$ cat config.mk
export PLATFORM = sky130hd
export DESIGN_NAME = multicycle_control
export DESIGN_NICKNAME = d
export VERILOG_FILES = /design/src/rtl/multicycle_control.sv
export SDC_FILE = /design/constraint.sdc
export NUM_CORES = 1
export LEC_CHECK = 0
export CORE_AREA = 2 2 94 96
export DETAILED_ROUTE_END_ITERATION = 8
export DIE_AREA = 0 0 96 98
export HOLD_SLACK_MARGIN = 0.06
export PLACE_DENSITY = 0.73
export SKIP_CTS_REPAIR_TIMING = 1
export SLEW_MARGIN = 20
export SYNTH_ARGS = -nofsm -noshare
export SYNTH_HDL_FRONTEND = slang
export SYNTH_SLANG_ARGS = --single-unit
$ cat constraint.sdc
create_clock -name clk -period 7.1 [get_ports clk]
set_clock_uncertainty 0.15 [all_clocks]
set_input_delay 1.42 -clock clk [delete_from_list [all_inputs] [get_ports clk]]
set_output_delay 1.42 -clock clk [all_outputs]
set_load 0.02 [all_outputs]
$ cat src/rtl/multicycle_control.sv
// Multi-cycle control FSM for the tiny RISC-V core: walks each instruction
// through FETCH/DECODE/EXECUTE/MEM/WRITEBACK and halts on illegal encodings or memory timeouts.
module multicycle_control #(
  parameter int unsigned TIMEOUT = 15
) (
  input  logic        clk,
  input  logic        reset,
  input  logic [6:0]  opcode,
  input  logic [2:0]  funct3,
  input  logic        imem_ready,
  input  logic        dmem_ready,
  input  logic        branch_taken,
  output logic        imem_req,
  output logic        ir_write,
  output logic        dmem_read,
  output logic        dmem_write,
  output logic        reg_write,
  output logic        pc_write,
  output logic [1:0]  pc_sel,
  output logic        alu_a_sel,
  output logic        alu_b_sel,
  output logic [1:0]  wb_sel,
  output logic [1:0]  fault,
  output logic [31:0] instret,
  output logic [2:0]  state
);

  localparam logic [2:0] S_FETCH     = 3'd0;
  localparam logic [2:0] S_DECODE    = 3'd1;
  localparam logic [2:0] S_EXECUTE   = 3'd2;
  localparam logic [2:0] S_MEM       = 3'd3;
  localparam logic [2:0] S_WRITEBACK = 3'd4;
  localparam logic [2:0] S_HALT      = 3'd5;

  localparam logic [6:0] OPC_OP     = 7'b0110011;
  localparam logic [6:0] OPC_OPIMM  = 7'b0010011;
  localparam logic [6:0] OPC_LUI    = 7'b0110111;
  localparam logic [6:0] OPC_AUIPC  = 7'b0010111;
  localparam logic [6:0] OPC_JAL    = 7'b1101111;
  localparam logic [6:0] OPC_JALR   = 7'b1100111;
  localparam logic [6:0] OPC_LOAD   = 7'b0000011;
  localparam logic [6:0] OPC_STORE  = 7'b0100011;
  localparam logic [6:0] OPC_BRANCH = 7'b1100011;

  localparam logic [1:0] F_NONE    = 2'd0;
  localparam logic [1:0] F_ILLEGAL = 2'd1;
  localparam logic [1:0] F_DMEM_TO = 2'd2;
  localparam logic [1:0] F_IMEM_TO = 2'd3;

  logic [2:0]  state_q, state_d;
  logic [1:0]  fault_q, fault_d;
  logic [31:0] instret_q;
  logic [31:0] wait_q, wait_d;

  logic is_op, is_opimm, is_lui, is_auipc, is_jal, is_jalr, is_load, is_store, is_branch;
  logic legal, tmo;

  assign is_op     = (opcode == OPC_OP);
  assign is_opimm  = (opcode == OPC_OPIMM);
  assign is_lui    = (opcode == OPC_LUI);
  assign is_auipc  = (opcode == OPC_AUIPC);
  assign is_jal    = (opcode == OPC_JAL);
  assign is_jalr   = (opcode == OPC_JALR);
  assign is_load   = (opcode == OPC_LOAD);
  assign is_store  = (opcode == OPC_STORE);
  assign is_branch = (opcode == OPC_BRANCH);

  assign legal = is_op | is_opimm | is_lui | is_auipc | is_jal
               | (is_jalr   && (funct3 == 3'b000))
               | (is_load   && (funct3 == 3'b010))
               | (is_store  && (funct3 == 3'b010))
               | (is_branch && (funct3 != 3'b010) && (funct3 != 3'b011));

  // A ready arriving in the same cycle as the limit is checked first and wins.
  assign tmo = (TIMEOUT != 0) && (wait_q == TIMEOUT);

  always_comb begin
    imem_req   = 1'b0;
    ir_write   = 1'b0;
    dmem_read  = 1'b0;
    dmem_write = 1'b0;
    reg_write  = 1'b0;
    pc_write   = 1'b0;
    pc_sel     = 2'd0;
    alu_a_sel  = 1'b0;
    alu_b_sel  = 1'b0;
    wb_sel     = 2'd0;
    state_d    = state_q;
    fault_d    = fault_q;
    wait_d     = '0;

    case (state_q)
      S_FETCH: begin
        imem_req = 1'b1;
        if (imem_ready) begin
          ir_write = 1'b1;
          state_d  = S_DECODE;
        end else if (tmo) begin
          state_d = S_HALT;
          fault_d = F_IMEM_TO;
        end else begin
          wait_d = wait_q + 32'd1;
        end
      end
      S_DECODE: begin
        if (legal) begin
          state_d = S_EXECUTE;
        end else begin
          state_d = S_HALT;
          fault_d = F_ILLEGAL;
        end
      end
      S_EXECUTE: begin
        if (is_branch) begin
          pc_write = 1'b1;
          pc_sel   = branch_taken ? 2'd1 : 2'd0;
          state_d  = S_FETCH;
        end else if (is_jal) begin
          reg_write = 1'b1;
          wb_sel    = 2'd2;
          pc_write  = 1'b1;
          pc_sel    = 2'd1;
          state_d   = S_FETCH;
        end else if (is_jalr) begin
          alu_b_sel = 1'b1;
          reg_write = 1'b1;
          wb_sel    = 2'd2;
          pc_write  = 1'b1;
          pc_sel    = 2'd2;
          state_d   = S_FETCH;
        end else if (is_load || is_store) begin
          alu_b_sel = 1'b1;
          state_d   = S_MEM;
        end else begin
          alu_a_sel = is_auipc;
          alu_b_sel = is_opimm | is_auipc;
          state_d   = S_WRITEBACK;
        end
      end
      S_MEM: begin
        alu_b_sel  = 1'b1;
        dmem_read  = is_load;
        dmem_write = is_store;
        if (dmem_ready) begin
          if (is_load) begin
            state_d = S_WRITEBACK;
          end else begin
            pc_write = 1'b1;
            state_d  = S_FETCH;
          end
        end else if (tmo) begin
          state_d = S_HALT;
          fault_d = F_DMEM_TO;
        end else begin
          wait_d = wait_q + 32'd1;
        end
      end
      S_WRITEBACK: begin
        reg_write = 1'b1;
        pc_write  = 1'b1;
        wb_sel    = is_load ? 2'd1 : (is_lui ? 2'd3 : 2'd0);
        alu_a_sel = is_auipc;
        alu_b_sel = is_opimm | is_auipc | is_load;
        state_d   = S_FETCH;
      end
      S_HALT: begin
        state_d = S_HALT;
      end
      default: begin
        state_d = S_HALT;
        fault_d = F_ILLEGAL;
      end
    endcase

    if (reset) begin
      imem_req   = 1'b0;
      ir_write   = 1'b0;
      dmem_read  = 1'b0;
      dmem_write = 1'b0;
      reg_write  = 1'b0;
      pc_write   = 1'b0;
      pc_sel     = 2'd0;
      alu_a_sel  = 1'b0;
      alu_b_sel  = 1'b0;
      wb_sel     = 2'd0;
    end
  end

  always_ff @(posedge clk) begin
    if (reset) begin
      state_q   <= S_FETCH;
      fault_q   <= F_NONE;
      instret_q <= '0;
      wait_q    <= '0;
    end else begin
      state_q <= state_d;
      fault_q <= fault_d;
      wait_q  <= wait_d;
      if (pc_write) instret_q <= instret_q + 32'd1;
    end
  end

  assign fault   = fault_q;
  assign instret = instret_q;
  assign state   = state_q;

endmodule

# Yosys cells after proc, flatten, opt, wreduce, memory -nomap -nowiden
# Cells that the tools add are included.
# op_classes
multipliers	0
n_div	0
addsub	2
shifts	0
n_reduce_logical	10
bitwise	11
eq_ne	23
n_mux	63
magnitude_cmp	0
# op_table
operator	n
$mux W32	3
$add A32 B1 Y32 const B	2
$pmux W32 S2	1
$eq A32 B4 Y1 const B	1
$mux W2	15
$mux W1	28
$mux W3	9
$eq A7 B6 Y1 const B	3
$eq A7 B7 Y1 const B	3
$pmux W3 S5	1
$eq A7 B5 Y1 const B	2
$ne A2 B2 Y1 const B	5
$or A1 B1 Y1	10
$eq A3 B2 Y1 const B	3
$pmux W2 S4	1
$eq A7 B2 Y1 const B	1
$eq A3 B3 Y1 const B	2
$logic_not A3 Y1	2
$ne A3 B2 Y1 const B	2
$pmux W1 S3	2
$reduce_and A6 Y1	1
$logic_and A1 B1 Y1	5
$pmux W1 S2	2
$pmux W2 S2	1
4 further kinds	4
# word_totals
ram_bits	0
in_bits	15
memories	0
latchBits	0
elab_cells	113
romBits	0
register_bits	69

# Logic depth before layout (Yosys ltp)
# Gate-level depths: netlist of run 1.
# logic_depth
word_depth	11
mapped_depth	9

# Worst setup path after synthesis of run 1
# Ideal clock, no wire load.
# synth_path
kind	input to output
startpoint	input port opcode[2]
endpoint	output port dmem_write
arrival_time_ns	3.119
cell_stages	4
slack_ns	2.411
required_time_ns	5.530
path_buffers	1
cell_sequence	clkbuf_1 or3_1 or3_1 nor4b_1
# synth_via
elab_chain_len	3
# synth_lines
element	line	rtl
start: declaration	8	input logic [6:0] opcode,
$eq A7 B6 Y1	65	assign is_store = (opcode == OPC_STORE);
$mux W1	92	case (state_q)
$mux W1	175	if (reset) begin
end: declaration	16	output logic dmem_write,
# Every way passes these cells.

# Final worst setup path of run 1
# layout_path
startpoint	input port opcode[2]
endpoint	output port pc_write
# layout_via
elab_chain_len	6
elab_cells_between_ends	11
classes_between	eq/ne (4); mux (7)
# layout_lines
element	line	rtl
$eq A7 B7 Y1	63	assign is_jalr = (opcode == OPC_JALR);
$mux W1	124	end else if (is_jalr) begin
$mux W1	118	end else if (is_jal) begin
$mux W1	114	if (is_branch) begin
$pmux W1 S3 (*)	92	
$mux W1 (*)	175	
end: declaration	18	output logic pc_write,
# Every way passes the cells marked *; elsewhere a longest branch is shown, timed or not.

==> results.md, run 1 <==
* Yosys reg bits at slightly below 70
* Unrepaired setup endpoints after global routing: false
* Vias in the first global route at just over 3000
* Number of cells in the finished layout apart from fillers at 604
* Max-cap viol count at 0
* Post-DP HPWL at between 5 and 6 mm
* Count of flip-flops with a built-in enable after synthesis at 0
* Total placed cells including tap cells at roughly 590
* Initial core utilization at 0.416
* DRC at 0
* Post-route setup slack at around 1.4 ns
* Power Density at ~190 nW/um^2
* Number of vias per cell at ~5.3
* Largest net degree at the start of global routing at 51
* Setup TNS at 0 ns
* Post-Route WL at approximately 8.4 mm
* Type of the worst setup path: primary input to output port
* Final hold violation count at 0
* H-Tree Level Count at 3
* DR vias at 3222
* Clk Latency, worst-skew pair at 0.34 ns
* Net count, final at 508
* Placement-stage worst setup slack at between 1 and 1.5 ns
* Global-route wire length before repair at 14.1 mm
* Static leakage at between 1 and 1.5 nW
* Final period demand of the worst path at 5.72 ns
* Port bufs at 63
* Max-slew headroom at 0.388
* Overflow left after global routing at 0
* Tcrit/Tclk final at 0.805
* Final core occ at 0.522
* Fraction of power consumed by the clock network at 0.404
* Clock sink total at slightly below 70
* CTS Buffer Depth at 2
* Max Freq at approximately 170 MHz
* Horizontal extent of the die at approximately 96 um
* Count of fill cells added during filler insertion at about 800
* Largest voltage drop on the vdd net at roughly 0.11 mV
* Synth Flop Type: dfxtp_1
* Setup crit start kind: primary input
* Slew Limit Fails at 0
* Outcome: complete, no violations
* Clk slew on worst S/H paths at roughly 0.070 ns
* Pin slew with the least headroom to its limit at between 0.9 and 1 ns
* CORE AREA at between 8000 and 9000 um^2
* Cell count after synthesis at 436
* Yosys warns at 0
* Antenna violations before repair at 0
* Core Rows at 34
* Area share of and/or/nand/nor cells after synthesis at 0.339
* Met3 routed WL at approximately 300 um
* Cell internal pwr at roughly 0.61 mW
* Fraction of layout instances using a drive strength above 1 at 0.0524
* Vertical extent of the die at 98 um
* CTS root buffer: clkbuf_8
* Total routing usage reported by global routing at 0.184
* Critical path data required time at 5.53 ns
* Adder-Cell Fraction of Synth Area at 0.00710
* Switching pwr at between 0.2 and 0.25 mW
* GPL Wtd Cong at between 0.8 and 0.9
* Mux cell area share after synthesis at 0
* Post-Syn Area at 3530 um^2
* Sort of element at the end of the critical path: output port
* Part of the power in combinational logic at 0.109
* Number of setup violations in the final report at 0
* Met1 Wirelength at just over 4 mm
* Combinational family with the most area after synthesis: simple AND/OR/NAND/NOR gates
* Sequential power share at 0.486
* Number of distinct library cells after synthesis at 48
* Area growth, synth to finish at 25.4%
* Complex-gate fraction of the synthesized area at 0.0816
* Highest routed layer: met4
* Remaining antenna violation count after routing at 0
* Die footprint at between 9000 and 10000 um^2
* Clock tree from TritonCTS: yes
* Net switching fraction of the power at 0.257
* Initial detailed-routing violation count at between 100 and 150
* ANT cells at 0
* Detailed-routing iteration count for the pre-antenna-repair pass at 4
* Type of the tightest min-delay check: register to register
* Met2 routed wirelength at approximately 3.9 mm
* Synthesized Nets at around 450
* IO Pins at 64
* Seq/Total Area, Yosys at 0.392
* Wirelength per Cell at about 14 um
* Worst slack on hold paths at around 0.31 ns
* Syn avg cell area at 8.09 um^2
* Worst EP arrival at slightly above 4 ns
* Share of flip-flops with an asynchronous set or reset at 0
* Synthesized-area fraction occupied by xor and xnor cells at 0.144
* Peak fanout along the critical path at 13
* TritonCTS Buffers at 9
-- power groups by stage --
stage                     Sequential, mW  Combinational [mW]  Clock, mW
after CTS                          0.400              0.0898      0.339
final                              0.400              0.0897      0.333
after detailed placement           0.409              0.0892          0
after floorplan                    0.412              0.0523          0
after global placement             0.409              0.0887          0
after global routing               0.401              0.0979      0.356
-- final cells by class --
cell class	instances	area (um^2)	share of cell area
Inverter	12	45.0	0.0102
Multi-Input combinational cell	335	2020	0.457
Sequential cell	69	1380	0.312
Tap cell	108	135	0.0306
Timing Repair Buffer	64	633	0.143
Clock buffer	11	151	0.0342
Clock inverter	5	56.3	0.0127
-- worst max-delay path: stages --
cell,delay (ns)
clkdlybuf4s50_1,0.57
or3_1,0.45
o41ai_1,0.58
a21o_2,0.39
inv_2,0.16
clkdlybuf4s50_1,0.57
-- Yosys cell counts (all sizes together), types with 4 or more instances --
| cell type | n | area, um^2 |
|---|---|---|
| nor2b | 4 | 25.0 |
| dfxtp | 69 | 1380 |
| xor2 | 38 | 333 |
| nand3 | 20 | 100 |
| a21oi | 14 | 70.1 |
| inv | 12 | 45.0 |
| nor3 | 17 | 85.1 |
| nor4 | 12 | 75.1 |
| nor2 | 79 | 297 |
| clkbuf | 17 | 63.8 |
| and4 | 8 | 70.1 |
| nor3b | 4 | 35.0 |
| xnor2 | 20 | 175 |
| o21ai | 8 | 40.0 |
| or3 | 8 | 50.1 |
| nand2 | 32 | 120 |
| nand4 | 28 | 175 |
-- metrics by stage --
step	area, um^2	total power [mW]
2_1_floorplan	3530	0.464
3_3_place_gp	4220	0.497
3_5_place_dp	4220	0.498
4_1_cts	4420	0.829
5_1_grt	4420	0.855
6_report	4420	0.823
-- cells in the final DEF (no fill, tap or decap), drive strengths merged, types with 8 or more instances in the layout --
| master | n |
|---|---|
| clkdlybuf4s50 | 62 |
| inv | 13 |
| nor3 | 17 |
| xnor2 | 20 |
| nand4 | 28 |
| nand2 | 32 |
| o21ai | 8 |
| nand3 | 20 |
| nor4 | 12 |
| and4 | 8 |
| clkbuf | 11 |
| a21oi | 14 |
| xor2 | 38 |
| dfxtp | 69 |
| nor2 | 79 |
| or3 | 8 |
-- metal layers --
layer	vias up	GRT usage
li1	1644	-
met1	1503	0.266
met2	60	0.270
met3	15	0.0347
met4	0	0.0703
met5	-	0
-- registers in the layout, summed over array words and instances, names as in the netlist --
| register | cells |
|---|---|
| instret | 32 |
| fault | 2 |
| state | 3 |
| wait_q | 32 |
-- path summary, 6_finish.rpt --
check	start	end	slack [ns]	depth (start not counted)
setup reg to reg	state[1]	instret[31]	4.25	6
hold / removal	wait_q[0]	wait_q[0]	0.31	1
setup / recovery	opcode[2]	pc_write	1.38	6
hold reg to reg	wait_q[0]	wait_q[0]	0.31	1
-- kinds of logic (layout without fill, tap and decap cells) --
| kind of cell | Yosys count | after routing |
|---|---|---|
| AOI/OAI and AO/OA | 42 | 42 |
| adders and majority gates | 2 | 2 |
| buffers and inverters | 32 | 92 |
| xor gates and xnor gates | 58 | 58 |
| DFF | 69 | 69 |
| and+or+nand+nor | 233 | 233 |
Power figures use the tool's default switching activity.
==> inputs of run 2 (changes only) <==
--- a/config.mk
+++ b/config.mk
@@ -9,7 +9,7 @@
 export DETAILED_ROUTE_END_ITERATION = 8
 export DIE_AREA = 0 0 96 98
 export HOLD_SLACK_MARGIN = 0.06
-export PLACE_DENSITY = 0.73
+export PLACE_DENSITY = 0.76
 export SKIP_CTS_REPAIR_TIMING = 1
 export SLEW_MARGIN = 20
 export SYNTH_ARGS = -nofsm -noshare
==> constraint.sdc (replaced) <==
create_clock -name clk -period 5 [get_ports clk]
set_clock_uncertainty 0.15 [all_clocks]
set_input_delay 1 -clock clk [delete_from_list [all_inputs] [get_ports clk]]
set_output_delay 1 -clock clk [all_outputs]
set_load 0.02 [all_outputs]
==> run 2 against run 1 <==
Compared with the run above:
- design area stayed put
- critical path type unchanged
- register-to-register slack got worse by 2.1 ns
- worst hold slack improved by 0.0041 ns
- sequential share of layout area stayed put
==> results.md, run 2 (synthesized netlist as in run 1, its figures left out) <==
* Post-Route WL at between 8 and 9 mm
* Most frequent cells in the layout: 79 x nor2_1, 69 x dfxtp_1, 62 x clkdlybuf4s50_1
* Vias in the first global route at between 2000 and 3000
* Worst EP arrival at roughly 3.5 ns
* CTS Buffer Depth at 2
* Total placed cells including tap cells at 590
* Area growth, synth to finish at 25.4%
* Clk slew on worst S/H paths at roughly 0.07 ns
* GPL Wtd Cong at between 0.8 and 0.9
* Final hold violation count at 0
* Storage cell area at ~1400 um^2
* Vertical extent of the die at 98 um
* Type of the worst setup path: primary input to output port
* Clock sink total at slightly below 70
* Initial core utilization at 0.416
* Global-route wire length before repair at roughly 14 mm
* Power Density at between 200 and 300 nW/um^2
* Tcrit/Tclk final at 0.934
* Critical path data required time at 3.85 ns
* Max-slew headroom at 0.374
* Most common library cell in the layout ignoring fill and taps: nor2_1
* DRC at 0
* CORE AREA at between 8000 and 9000 um^2
* Sort of element at the end of the critical path: output port
* Number of cells in the finished layout apart from fillers at roughly 610
* Count of fill cells added during filler insertion at approximately 800
* ANT cells at 0
* Core Rows at 34
* CTS root buffer: clkbuf_8
* Post-DP HPWL at around 5.7 mm
* Setup TNS at 0 ns
* Final period demand of the worst path at 4.67 ns
* Largest net degree at the start of global routing at between 50 and 60
* Wirelength per Cell at between 10 and 15 um
* Fraction of layout instances using a drive strength above 1 at 0.0522
* Slew Limit Fails at 0
* Setup crit start kind: primary input
* Placement-stage worst setup slack at between 0.3 and 0.4 ns
* Number of vias per cell at roughly 5.3
* H-Tree Level Count at 3
* Horizontal extent of the die at about 96 um
* Post-route cell area at about 4400 um^2
* Pin slew with the least headroom to its limit at between 0.9 and 1 ns
* Cell area reported after detailed placement at around 4200 um^2
* Number of setup violations in the final report at 0
* Total area of multi-input combinational cells at 2020 um^2
* Static leakage at ~1.4 nW
* Worst slack on hold paths at 0.315 ns
* Post-route setup slack at ~0.33 ns
* Max Freq at ~210 MHz
* Initial detailed-routing violation count at 148
* Remaining antenna violation count after routing at 0
* Clock tree from TritonCTS: yes
* Outcome: complete, no violations
* Detailed-routing iteration count for the pre-antenna-repair pass at 4
* Total routing usage reported by global routing at 0.177
* Unrepaired setup endpoints after global routing: false
* TritonCTS Buffers at 9
* DR vias at roughly 3200
* Overflow left after global routing at 0
* Antenna violations before repair at 0
* Max-cap viol count at 0
* Type of the tightest min-delay check: register to register
* Port bufs at 63
* IO Pins at 64
* Die footprint at 9410 um^2
* Peak fanout along the critical path at 13
* Clk Latency, worst-skew pair at between 0.3 and 0.4 ns
* Largest voltage drop on the vdd net at 0.212 mV
* Final core occ at 0.522
* Net count, final at between 500 and 600
* Power consumption at 1.14 mW
[run 2: changes by cell type in the layout (fill, tap and decap cells not counted)]
| cell | previous run | this run |
|---|---|---|
| buf_4 | 1 | 3 |
| clkbuf_1 | 0 | 2 |
| clkbuf_8 | 11 | 10 |
| inv_6 | 1 | 0 |
[run 2: power by group]
group	internal (mW)	switching, mW
sequential	0.557	0.0110
combinational	0.0538	0.0743
clock	0.243	0.197
total	0.854	0.283
[run 2: worst paths after layout]
path / depth (start not counted) / slack [ns] / startpoint / end
worst max-delay path: 7 / 0.33 / opcode[2] / pc_write
worst min-delay path: 1 / 0.32 / wait_q[0] / wait_q[0]
worst max register to register: 6 / 2.12 / state[1] / instret[31]
worst min register to register: 1 / 0.32 / wait_q[0] / wait_q[0]
[run 2: critical path, stage by stage]
cell and delay [ns]:
clkdlybuf4s50_1 0.56, or3_1 0.45, o41ai_1 0.31, buf_4 0.19, a21o_2 0.27, inv_2 0.16
clkdlybuf4s50_1 0.57
[run 2: routing by layer]
metal,wire [um],up-vias,share of wire,global-route usage
met5,0,-,0,0
met2,3770,56,0.47,0.276
met3,370,11,0.046,0.0394
met1,3830,1502,0.47,0.240
li1,-,1644,-,-
met4,108,0,0.013,0.0626
[run 2: area by class of cell]
class	instances	area share
multi-input cells	335	0.457
flip-flops and latches	69	0.312
repair buffers	66	0.147
clock buffers	12	0.0328
well taps	108	0.0306
clock inverters	4	0.0107
inverters	12	0.0102
==> inputs of run 3 (changes only) <==
--- a/config.mk
+++ b/config.mk
@@ -11,7 +11,7 @@
 export HOLD_SLACK_MARGIN = 0.06
 export PLACE_DENSITY = 0.76
 export SKIP_CTS_REPAIR_TIMING = 1
-export SLEW_MARGIN = 20
+export SLEW_MARGIN = 0
 export SYNTH_ARGS = -nofsm -noshare
 export SYNTH_HDL_FRONTEND = slang
 export SYNTH_SLANG_ARGS = --single-unit
==> results of run 3 <==
Same layout as run 2: the final DEF is identical, and so are final timing and power.
